--- src/rtl/api_define.sv ---
// api_define: shared constants, FSM encoding and round-robin helper for the api TX schedulers.
package api_define;
  localparam int WORK_LEN   = 23;
  localparam int FIFO_DEPTH = 1024;
  localparam int CNT_W      = 11;
  localparam int API_NUM    = 2;
  typedef enum logic [1:0] {IDLE = 2'd0, XFER = 2'd1, SETTLE = 2'd2} arb_state_e;
  function automatic logic [2:0] rr_inc(input logic [2:0] p, input int n);
    return (int'(p) == n - 1) ? 3'd0 : p + 3'd1;
  endfunction
endpackage

--- src/rtl/api_rr_pick.sv ---
// api_rr_pick: first asserted request at or after rr_ptr_i, modulo N.
module api_rr_pick #(
  parameter int N = 2
) (
  input  logic [N-1:0] req_i,
  input  logic [2:0]   rr_ptr_i,
  output logic         found_o,
  output logic [2:0]   index_o
);
  logic [3:0] j;
  always_comb begin
    found_o = 1'b0;
    index_o = rr_ptr_i;
    j = '0;
    // walk offsets from farthest to nearest so the nearest valid index wins
    for (int i = N - 1; i >= 0; i--) begin
      j = 4'(rr_ptr_i) + 4'(i);
      j = (j >= 4'(N)) ? j - 4'(N) : j;
      if ((req_i & (N'(1) << j)) != '0) begin
        found_o = 1'b1;
        index_o = j[2:0];
      end
    end
  end
endmodule

--- src/rtl/api_tx_arb.sv ---
// api_tx_arb: whole-work round-robin scheduler in front of the api TX FIFO push port.
module api_tx_arb import api_define::*; #(
  parameter int REQ_NUM    = API_NUM,
  parameter int WORK_LEN   = api_define::WORK_LEN,
  parameter int FIFO_DEPTH = api_define::FIFO_DEPTH,
  parameter int CNT_W      = api_define::CNT_W
) (
  input  logic                  clk,
  input  logic                  rst,
  input  logic                  flush,
  input  logic [REQ_NUM-1:0]    req_valid,
  input  logic [REQ_NUM*32-1:0] req_data,
  output logic [REQ_NUM-1:0]    req_ready,
  input  logic [CNT_W-1:0]      txcnt,
  input  logic                  txfull,
  output logic                  txfifo_push,
  output logic [31:0]           txfifo_din,
  output logic [2:0]            grant_id,
  output logic                  busy,
  output logic                  work_done
);
  localparam int WCW = $clog2(WORK_LEN);
  arb_state_e state_q, state_d;
  logic [2:0] grant_q, grant_d, rr_q, rr_d, pick_idx;
  logic [WCW-1:0] cnt_q, cnt_d;
  logic [CNT_W:0] free;
  logic pick_found, space, sel_v, accept, last, push_q;
  logic [31:0] sel_d, din_q;
  api_rr_pick #(.N(REQ_NUM)) u_pick (
    .req_i   (req_valid),
    .rr_ptr_i(rr_q),
    .found_o (pick_found),
    .index_o (pick_idx)
  );
  // a txcnt above FIFO_DEPTH goes negative here and is treated as no room
  assign free  = (CNT_W+1)'(FIFO_DEPTH) - {1'b0, txcnt};
  assign space = !free[CNT_W] && free >= (CNT_W+1)'(WORK_LEN);
  always_comb begin
    sel_v = 1'b0;
    sel_d = '0;
    for (int i = 0; i < REQ_NUM; i++) begin
      if (grant_q == 3'(i)) begin
        sel_v = req_valid[i];
        sel_d = req_data[32*i +: 32];
      end
    end
  end
  assign accept = state_q == XFER && sel_v && !txfull;
  assign last   = cnt_q == WCW'(WORK_LEN - 1);
  always_ff @(posedge clk or posedge rst) begin
    if (rst) begin
      state_q <= IDLE;
      grant_q <= '0;
      rr_q    <= '0;
      cnt_q   <= '0;
    end else begin
      state_q <= state_d;
      grant_q <= grant_d;
      rr_q    <= rr_d;
      cnt_q   <= cnt_d;
    end
  end
  always_comb begin
    state_d = state_q;
    grant_d = grant_q;
    rr_d    = rr_q;
    cnt_d   = cnt_q;
    if (flush) begin
      state_d = IDLE;
      rr_d    = '0;
      cnt_d   = '0;
    end else begin
      unique case (state_q)
        IDLE: if (pick_found && space) begin
          state_d = XFER;
          grant_d = pick_idx;
          cnt_d   = '0;
        end
        XFER: if (accept) begin
          cnt_d = cnt_q + WCW'(1);
          if (last) begin
            state_d = SETTLE;
            rr_d    = rr_inc(grant_q, REQ_NUM);
          end
        end
        default: state_d = IDLE;
      endcase
    end
  end
  always_comb begin
    busy      = state_q == XFER;
    work_done = accept && last && !flush;
    for (int i = 0; i < REQ_NUM; i++) req_ready[i] = busy && !txfull && grant_q == 3'(i);
  end
  always_ff @(posedge clk or posedge rst) begin
    if (rst) begin
      push_q <= 1'b0;
      din_q  <= '0;
    end else begin
      push_q <= accept && !flush;
      if (accept) din_q <= sel_d;
    end
  end
  assign txfifo_push = push_q;
  assign txfifo_din  = din_q;
  assign grant_id    = grant_q;
endmodule

--- config.mk ---
export PLATFORM = sky130hd
export DESIGN_NAME = api_tx_arb
export DESIGN_NICKNAME = d
export VERILOG_FILES = /design/src/rtl/api_define.sv /design/src/rtl/api_rr_pick.sv /design/src/rtl/api_tx_arb.sv
export SDC_FILE = /design/constraint.sdc
export NUM_CORES = 1
export LEC_CHECK = 0
export ABC_CLOCK_PERIOD_IN_PS = 2600
export BUFFER_PORTS_ARGS = -buffer_cell sky130_fd_sc_hd__buf_2
export CORE_MARGIN = 3
export CORE_UTILIZATION = 40
export DETAILED_ROUTE_END_ITERATION = 7
export PLACE_DENSITY = 0.75
export SLEW_MARGIN = 20
export SYNTH_ARGS = -nofsm -noshare
export SYNTH_HDL_FRONTEND = slang
export SYNTH_SLANG_ARGS = --single-unit
--- constraint.sdc ---
create_clock -name clk -period 2.6 [get_ports clk]
set_input_delay 0.26 -clock clk [delete_from_list [all_inputs] [get_ports clk]]
set_output_delay 0.26 -clock clk [all_outputs]
set_load 0.005 [all_outputs]
==> run metrics, run 1 <==
nets@finish=455; Synth Cell Area=2624 um2; final estimated routing congestion in global placement=0.8331; Peak VDD IR=0.2715 mV; clock latency at the later pin of the worst-skew pair=290 ps; Total Power Consumption=2015 uW; synthesized instance count=253; number of post-CTS setup repair buffers=0; wire length of the first global-routing pass=10.26 mm; reg-to-reg startpoint=rr_q[1]; Die Wd=86.99 um; via count normalized by instance count=5.222; via count=2324; design area=3356 um2; Arr. time, crit path=2660 ps; Max Fclk=402.7 MHz; share of power burned in registers=0.477; proportion of synthesized chip area in sequential cells=0.4387; number of flops mapped to enable cells by yosys=0; design internal power=1382 uW; static leakage=0.001593 uW; clock tree buffer depth=2; Final setup viols=0; net switching share of the total power=0.3141; count of nets left with antenna violations after detail routing=0; initial detailed-routing violation count=54; Slew headroom=0.3779; number of pins exceeding their max-slew limit in the final report=0; FF-to-FF End=grant_id[0]; Std-Cell Core Area=6131 um2; final-layout worst hold slack=180.5 ps; count of instances resized after the clock tree is built=0; DIE HEIGHT=86.99 um; switching power total=632.9 uW; Routed WL=6.373 mm; total clock buffers created by CTS=5; library cell used as clock root buffer=clkbuf_8; Final Cycle Share=0.9551; most frequent cells in the layout=119 x buf_2, 70 x nor2_1, 46 x dfrtp_1; starting utilization of the core area=0.4280; H-tree depth=2; number of cells on the worst reg-to-reg path=8; Critical path origin=rr_q[1]; WS Path Type=register to register; Async S/R FF share, synth=1.000; count of unresolved DRC violations after routing=0; maximum capacitance violations=0; number of storage elements in the synthesis netlist=46; Post-Syn Nets=339; average routed wire per standard cell=14.32 um; Startpoint Class=register; crit path time final=2483 ps; register-to-register setup slack=120 ps; synthesized area per cell=10.37 um2; Clk pwr share=0.217; path class of the lowest-slack min-delay path=primary input to asynchronous set/reset pin; num rows=28; number of hold-slack violations in the final timing report=0; number of global-route vias before repair=2266; leftover overflow at the end of global routing=0; antenna cell count=0; die footprint=7567 um2; outcome=finished, final reports clean; Finished Core Util=0.5473; Cell Pwr Density=600.4 nW/um2; critical-path maximum fanout=8; num ports=121; most common cell after layout, fill and taps aside=buf_2; largest net degree at the start of global routing=47; GRT Total Usage=0.1677; worst-case clock skew=7.052 ps; number of hold buffers added after cts=0; initial antenna violation count=0; library cells used by synthesis=46; proportion of power drawn by combinational gates=0.305; Synth warnings=0; TritonRoute pass-1 iters=4; element type at the critical path end=register; fraction of layout instances using a drive strength above 1=0.4703; pre-CTS worst setup slack=137.2 ps; dominant synthesized flop cell=dfrtp_1; Worst-Margin Slew=931.8 ps; number of port buffers=119; post-detail-place hpwl=4.979 mm; DP Area=3259 um2; clock tree from TritonCTS=done; Worst EP required=2780 ps; number of sinks on the clock net=46; clock transition at the registers of the reported paths=80 ps; worst-case setup margin in the final layout=116.6 ps; layout overhead on the synthesized area=27.90%
## Yosys cell counts, types with 5 or more instances
library cell	n	area [um2]
nor2_1	72	270.3
dfrtp_1	46	1151
a221oi_2	29	435.4
inv_1	8	30.03
nor3_1	8	40.04
buf_2	7	35.03
clkbuf_1	5	18.77
ha_1	5	62.56
mux2i_1	5	50.05
nand3_1	5	25.02
o21ai_0	5	25.02
## critical path, cell delays in order, from the launching register on
cell and delay [ps]:
dfrtp_1 470, inv_1 90, ha_1 350, ha_1 240, a31o_2 220, a21oi_1 210, a21oi_1 130, nor3_2 300
mux2_1 350
## worst max path at each step
stage	endpoint	slack, ps	cells after the start
after CTS	grant_id[0]	110	8
final	grant_id[0]	120	8
after detailed placement	grant_id[0]	140	8
after global routing	grant_id[0]	-30	8
after floorplan	grant_id[0]	340	8
after global placement	grant_id[0]	230	8
## logic make-up after synthesis
kind of cell / share of synthesized area
fa+ha+maj: 0.02384
flops: 0.4387
xor+xnor: 0.003339
buf+inv: 0.06867
mux: 0.02766
simple gates: 0.2117
compound gates: 0.2260
## power groups by stage
stage	sequential (uW)	combinational, uW	clock [uW]
after floorplan	996	296	0
after global placement	973	611	0
after detailed placement	978	628	0
after CTS	964	627	453
after global routing	991	695	492
final	962	615	438
## sequential cells by signal, summed over array words and instances (netlist names)
name / flops
txfifo_push: 1
grant_id: 3
rr_q: 3
cnt_q: 5
state_q: 2
txfifo_din: 32
## final cells by class
| cell class | instances | area [um2] |
|---|---|---|
| Clock buffer | 7 | 86.33 |
| Fill cell | 572 | 2775 |
| Sequential cell | 46 | 1151 |
| Tap cell | 75 | 93.84 |
| Timing Repair Buffer | 128 | 675.6 |
| Clock inverter | 1 | 5.005 |
| Inverter | 8 | 30.03 |
| Multi-Input combinational cell | 180 | 1314 |
## layer usage
| metal | share of wire | vias to the layer above | GRT usage |
|---|---|---|---|
| li1 | - | 1151 | - |
| met1 | 0.42 | 1063 | 0.2107 |
| met2 | 0.48 | 103 | 0.2912 |
| met3 | 0.092 | 7 | 0.04541 |
| met4 | 0.0069 | 0 | 0.02975 |
| met5 | 0 | - | 0 |
## per-stage QoR
| stage | instances | setup TNS, ps |
|---|---|---|
| global placement | 437 | 0 |
| CTS | 445 | 0 |
| global route | 445 | -38.76 |
| detailed placement | 437 | 0 |
| floorplan | 253 | 0 |
| finish | 445 | 0 |
No activity file was read; power rests on OpenSTA's default activity.
==> run 2: changes to the inputs <==
--- a/config.mk
+++ b/config.mk
@@ -5,12 +5,14 @@
 export SDC_FILE = /design/constraint.sdc
 export NUM_CORES = 1
 export LEC_CHECK = 0
+export ABC_AREA = 1
 export ABC_CLOCK_PERIOD_IN_PS = 2600
 export BUFFER_PORTS_ARGS = -buffer_cell sky130_fd_sc_hd__buf_2
 export CORE_MARGIN = 3
 export CORE_UTILIZATION = 40
 export DETAILED_ROUTE_END_ITERATION = 7
-export PLACE_DENSITY = 0.75
+export PLACE_DENSITY = 0.77
+export SKIP_LAST_GASP = 1
 export SLEW_MARGIN = 20
 export SYNTH_ARGS = -nofsm -noshare
 export SYNTH_HDL_FRONTEND = slang
==> run metrics, run 2 <==
switching power total=806.8 uW (+27%); antenna cell count=0 (unchanged); post-route setup TNS=0 ps (unchanged); worst-case setup margin in the final layout=343.7 ps (+227.0 ps); initial detailed-routing violation count=163 (+200%); static leakage=0.001649 uW (+3.5%); number of port buffers=119 (unchanged); GRT Total Usage=0.1675 (-0.0002198); crit path time final=2256 ps (-227.0 ps); Synth warnings=0 (unchanged); Total Power Consumption=2473 uW (+23%); Worst EP required=2790 ps (about the same); number of flops mapped to enable cells by yosys=0 (unchanged); Clk pwr share=0.208 (-0.009); most common cell after layout, fill and taps aside=buf_2; post-detail-place hpwl=4.514 mm (-9.3%); number of hold-slack violations in the final timing report=0 (unchanged); Routed WL=5.946 mm (-6.7%); num rows=27 (-3.6%); WP buf/inv=1 (unchanged); Post-Syn Nets=389 (+15%); count of instances resized after the clock tree is built=0 (unchanged); DP Area=3003 um2 (-7.9%); standard cell with the maximum stage delay on the critical path=dfrtp_1; TritonRoute pass-1 iters=4 (unchanged); clock tree from TritonCTS=done; starting utilization of the core area=0.4204 (-0.007533); met1 wire length=2.520 mm (-6.7%); via count=2361 (+1.6%); cell count after placement=485 (+11%); delay of the slowest critical-path stage=470 ps (about the same); largest net degree at the start of global routing=47 (unchanged); proportion of power drawn by combinational gates=0.341 (+0.036); Async S/R FF share, synth=1.000 (unchanged); most frequent cells in the layout=119 x buf_2, 104 x nand2_1, 47 x nor2_1; fraction of layout instances using a drive strength above 1=0.3207 (-0.1496); Slew headroom=0.3669 (-0.01107); worst-case clock skew=4.249 ps (-2.803 ps); non-filler cells, final=493 (+11%); pre-CTS worst setup slack=342.6 ps (+205.5 ps); WS Path Type=register to register; average routed wire per standard cell=12.06 um (-16%); Top Metal Used=met4; via count normalized by instance count=4.789 (-8.3%); element type at the critical path end=register; met3 wire len=398 um (-32%); number of hold buffers added after cts=0 (unchanged); leading post-synthesis cells by instance count=105 x nand2_1, 47 x nor2_1, 46 x dfrtp_1; Synth Cell Area=2343 um2 (-11%); unrepaired setup endpoints after global routing=false; DIE HEIGHT=82.54 um (-5.1%); total clock buffers created by CTS=5 (unchanged); layout overhead on the synthesized area=32.67%; Worst-Margin Slew=948.3 ps (+16.57 ps); final estimated routing congestion in global placement=0.8824 (+5.9%); design area=3109 um2 (-7.3%); design internal power=1667 uW (+21%); share of Yosys cell area claimed by the top area cell type=0.4912 (+0.05247); top-count cell post-synth=nand2_1; outcome=finished, final reports clean; nets@finish=506 (+11%); clock transition at the registers of the reported paths=80 ps (about the same); number of pins exceeding their max-slew limit in the final report=0 (unchanged); Std-Cell Core Area=5574 um2 (-9.1%); count of unresolved DRC violations after routing=0 (unchanged); number of sinks on the clock net=46 (unchanged); Peak VDD IR=0.3822 mV (+41%); leftover overflow at the end of global routing=0 (unchanged); H-tree depth=2 (unchanged); number of post-CTS setup repair buffers=0 (unchanged); Arr. time, crit path=2440 ps (-220 ps); initial antenna violation count=0 (unchanged); Final setup viols=0 (unchanged); num ports=121 (unchanged); library cells used by synthesis=22 (-52%); number of storage elements in the synthesis netlist=46 (unchanged); synthesized area per cell=7.734 um2 (-25%); library cell used as clock root buffer=clkbuf_8; top post-synthesis cells by area=dfrtp_1 49%, nand2_1 17%, a31oi_1 8.5%; met2 routed wirelength=3.019 mm (-0.66%); library cell occupying the most area in the post-synthesis netlist=dfrtp_1; dominant synthesized flop cell=dfrtp_1; cell type with the highest occurrence count on the critical path=nand2_1; flip-flop count of the largest register, all copies and words added=32 (unchanged); critical-path maximum fanout=8 (unchanged); clock tree buffer depth=2 (unchanged); wire length of the first global-routing pass=8.907 mm (-13%); number of global-route vias before repair=2007 (-11%); path class of the lowest-slack min-delay path=primary input to asynchronous set/reset pin; cells along the critical path=ha_1, xnor2_1, ha_1, inv_1, nand2_1, nand2_1, nor2_1, nand2_1, nand2_1, nand2_1, nand2_1, nand2_1, nand2_1, nand2_1; net switching share of the total power=0.3262 (+0.01206); synthesized instance count=303 (+20%); die footprint=6813 um2 (-10%); category of cells accounting for the largest share of critical-path delay=simple AND/OR/NAND/NOR gates; Cell Pwr Density=795.5 nW/um2 (+33%); Startpoint Class=register; proportion of synthesized chip area in sequential cells=0.4912 (+0.05247); clock latency at the later pin of the worst-skew pair=290 ps (about the same); Max Fclk=443.2 MHz (+10%); Die Wd=82.54 um (-5.1%); share of power burned in registers=0.451 (-0.026); Final Cycle Share=0.8678 (-0.08732); maximum capacitance violations=0 (unchanged); count of nets left with antenna violations after detail routing=0 (unchanged)
-- run 2: path summary, 6_finish.rpt --
path                          start             to  slack [ps]  cells past startpoint
max reg2reg                 rr_q[0]       cnt_q[1]         340                     14
max in group asynchronous       rst    grant_id[0]        1840                      2
min reg2reg                cnt_q[4]       cnt_q[4]         540                      2
min in group clk              flush    txfifo_push         200                      2
max                         rr_q[0]       cnt_q[1]         340                     14
min                             rst  txfifo_din[4]         170                      2
-- run 2: kinds of logic after synthesis --
kind of cell / Yosys count / synth area share
flip-flops: 46 / 0.4912
AND/OR/NAND/NOR: 173 / 0.2985
XOR/XNOR: 4 / 0.01495
adder cells (fa/ha/maj): 5 / 0.02670
buffers and inverters: 33 / 0.05980
AO/OA/AOI/OAI: 42 / 0.1089
-- run 2: area by class of cell --
class / instances / area (um2)
Clock buffer: 7 / 76.32
Multi-Input combinational cell: 224 / 1061
Fill cell: 549 / 2465
Clock inverter: 1 / 30.03
Tap cell: 72 / 90.09
Inverter: 20 / 75.07
Sequential cell: 46 / 1151
Timing Repair Buffer: 123 / 625.6
-- run 2: power by group through the flow --
stage / Sequential [uW] / Combinational, uW / Clock [uW]
6_report: 1120 / 843 / 514
5_1_grt: 1150 / 958 / 558
4_1_cts: 1120 / 862 / 530
3_5_place_dp: 1130 / 864 / 0
3_3_place_gp: 1110 / 840 / 0
2_1_floorplan: 1140 / 410 / 0
-- run 2: per-stage QoR --
| stage | hold WS (ps) | utilization |
|---|---|---|
| 2_1_floorplan | 323.1 | - |
| 3_3_place_gp | 500.7 | 0.5387 |
| 3_5_place_dp | 498.6 | 0.5387 |
| 4_1_cts | 186.0 | 0.5578 |
| 5_1_grt | 182.4 | 0.5578 |
| 6_report | 173.8 | 0.5578 |
-- run 2: per-layer routing --
layer	global-route usage	vias to the layer above
met3	0.04121	2
li1	-	1222
met5	0	-
met1	0.2170	1054
met2	0.2845	83
met4	0.03431	0
==> run 3: changes to the inputs <==
--- a/config.mk
+++ b/config.mk
@@ -6,12 +6,13 @@
 export NUM_CORES = 1
 export LEC_CHECK = 0
 export ABC_AREA = 1
-export ABC_CLOCK_PERIOD_IN_PS = 2600
+export ABC_CLOCK_PERIOD_IN_PS = 2000
 export BUFFER_PORTS_ARGS = -buffer_cell sky130_fd_sc_hd__buf_2
+export CAP_MARGIN = 20
 export CORE_MARGIN = 3
 export CORE_UTILIZATION = 40
 export DETAILED_ROUTE_END_ITERATION = 7
-export PLACE_DENSITY = 0.77
+export PLACE_DENSITY = 0.8
 export SKIP_LAST_GASP = 1
 export SLEW_MARGIN = 20
 export SYNTH_ARGS = -nofsm -noshare
==> constraint.sdc (replaced) <==
create_clock -name clk -period 2 [get_ports clk]
set_input_delay 0.2 -clock clk [delete_from_list [all_inputs] [get_ports clk]]
set_output_delay 0.2 -clock clk [all_outputs]
set_load 0.005 [all_outputs]
==> run metrics, run 3 (synthesis gave the netlist of run 2 again) <==
outcome=finished, final reports clean; crit path time final=1988 ps (-268.2 ps); Finished Core Util=0.5890 (+0.03120); number of cells on the worst reg-to-reg path=14 (unchanged); static leakage=0.001704 uW (+3.3%); Arr. time, crit path=2210 ps (-230 ps); num rows=27 (unchanged); leftover overflow at the end of global routing=0 (unchanged); clock tree buffer depth=2 (unchanged); Total Power Consumption=3243 uW (+31%); number of pins exceeding their max-slew limit in the final report=0 (unchanged); library cell used as clock root buffer=clkbuf_8; Die Wd=82.54 um (unchanged); Cell Pwr Density=987.9 nW/um2 (+24%); sequential standard cell area=1152 um2 (+0.11%); num ports=121 (unchanged); number of hold-slack violations in the final timing report=0 (unchanged); starting utilization of the core area=0.4204 (unchanged); average routed wire per standard cell=12.60 um (+4.5%); antenna cell count=0 (unchanged); layout overhead on the synthesized area=40.10%; Max Fclk=503.0 MHz (+13%); maximum capacitance violations=0 (unchanged); number of port buffers=119 (unchanged); multi-input gate area in the final layout=1147 um2 (+8.1%); critical-path maximum fanout=6 (-2); count of unresolved DRC violations after routing=0 (unchanged); cell count of the worst hold path=2; most common cell after layout, fill and taps aside=buf_2; initial detailed-routing violation count=69 (-58%); Slew headroom=0.7245 (+0.3576); WS Path Type=register to register; nets@finish=515 (+1.8%); Peak VDD IR=0.5977 mV (+56%); flip-flop count of the largest register, all copies and words added=32 (unchanged); wire length of the first global-routing pass=8.901 mm (about the same); GRT Total Usage=0.1691 (+0.001571); most frequent cells in the layout=119 x buf_2, 98 x nand2_1, 45 x nor2_1, 45 x dfrtp_1, 32 x a31oi_1; post-route setup TNS=0 ps (unchanged); Final setup viols=0 (unchanged); post-detail-place hpwl=4.650 mm (+3.0%); filler cell count in the final layout=505 (-8.0%); H-tree depth=2 (unchanged); TritonRoute pass-1 iters=4 (unchanged); element type at the critical path end=register; number of sinks on the clock net=46 (unchanged); number of global-route vias before repair=2092 (+4.2%); DIE HEIGHT=82.54 um (unchanged); clock transition at the registers of the reported paths=80 ps (about the same); clock tree from TritonCTS=done; total clock buffers created by CTS=5 (unchanged); Startpoint Class=register; Worst EP required=2220 ps (-570 ps); via count=2472 (+4.7%); count of nets left with antenna violations after detail routing=0 (unchanged); largest net degree at the start of global routing=49 (+4.3%); Std-Cell Core Area=5574 um2 (unchanged); via count normalized by instance count=4.924 (+2.8%); Final Cycle Share=0.9941 (+0.1263); Routed WL=6.324 mm (+6.4%); unrepaired setup endpoints after global routing=true; fraction of layout instances using a drive strength above 1=0.3651 (+0.04445); clock latency at the later pin of the worst-skew pair=290 ps (about the same); die footprint=6813 um2 (unchanged); path class of the lowest-slack min-delay path=primary input to register; Worst-Margin Slew=412.7 ps (-535.7 ps); initial antenna violation count=0 (unchanged); final estimated routing congestion in global placement=0.8579 (-2.8%); worst-case clock skew=5.401 ps (+1.152 ps)
run 3: cell count changes in the layout (fill, tap and decap cells not counted), sizes merged:
cell,previous run,this run
buf,123,131
dlygate4sd3,0,1
run 3: area by class of cell:
type / count / area share
clock buffer: 7 / 0.02325
clock inverter: 1 / 0.009146
inverter: 20 / 0.02287
multi-input combinational: 224 / 0.3495
sequential: 46 / 0.3510
tap: 72 / 0.02744
timing repair buffer: 132 / 0.2168
run 3: path summary, 6_finish.rpt:
path                               start       endpoint  slack, ps
max                              rr_q[0]     state_q[1]         10
min                                flush    txfifo_push        130
max reg2reg                      rr_q[0]     state_q[1]         10
min reg2reg                txfifo_din[9]  txfifo_din[9]        550
max in group asynchronous            rst        rr_q[0]        970
min in group asynchronous            rst  txfifo_din[0]        440
run 3: power by group:
group / internal, uW / switching, uW
logic: 547 / 582
registers: 1260 / 179
clock network: 374 / 298
total: 2190 / 1060
run 3: timing repair:
| item | 4_1_cts | 5_1_grt |
|---|---|---|
| gates cloned | 0 | 0 |
| hold buffers | 1 | 0 |
| pin swaps | 0 | 14 |
| resized for setup | 1 | 19 |
| hold endpoints to repair | 18 | 0 |
| endpoints found under the setup margin | 6 | 11 |
| buffers inserted | 0 | 3 |
run 3: stage by stage:
step	cell area (um2)	std cells	setup WS [ps]	hold WS, ps
6_report	3283	502	11.81	134.4
2_1_floorplan	2344	303	22.54	263.1
3_5_place_dp	3053	490	-20.96	217.8
3_3_place_gp	3053	490	45.71	215.1
4_1_cts	3172	499	3.922	120.0
5_1_grt	3283	502	-85.65	142.1
run 3: critical path: stages, from the launching register on:
cell     delay, ps
dfrtp_2        470
ha_4           200
xnor2_4        130
ha_4           270
inv_2           30
nand2_2         50
nand2_2         70
nor2_4         120
nand2_1         60
nand2_1         70
nand2_1         60
nand2_2        110
buf_6          130
nand2_2         40
nor2_1          90
run 3: metal layers:
layer | global-route usage | share of wire
met5 | 0 | 0
met2 | 0.2949 | 0.51
met1 | 0.2047 | 0.41
met4 | 0.06536 | 0.020
met3 | 0.03362 | 0.059
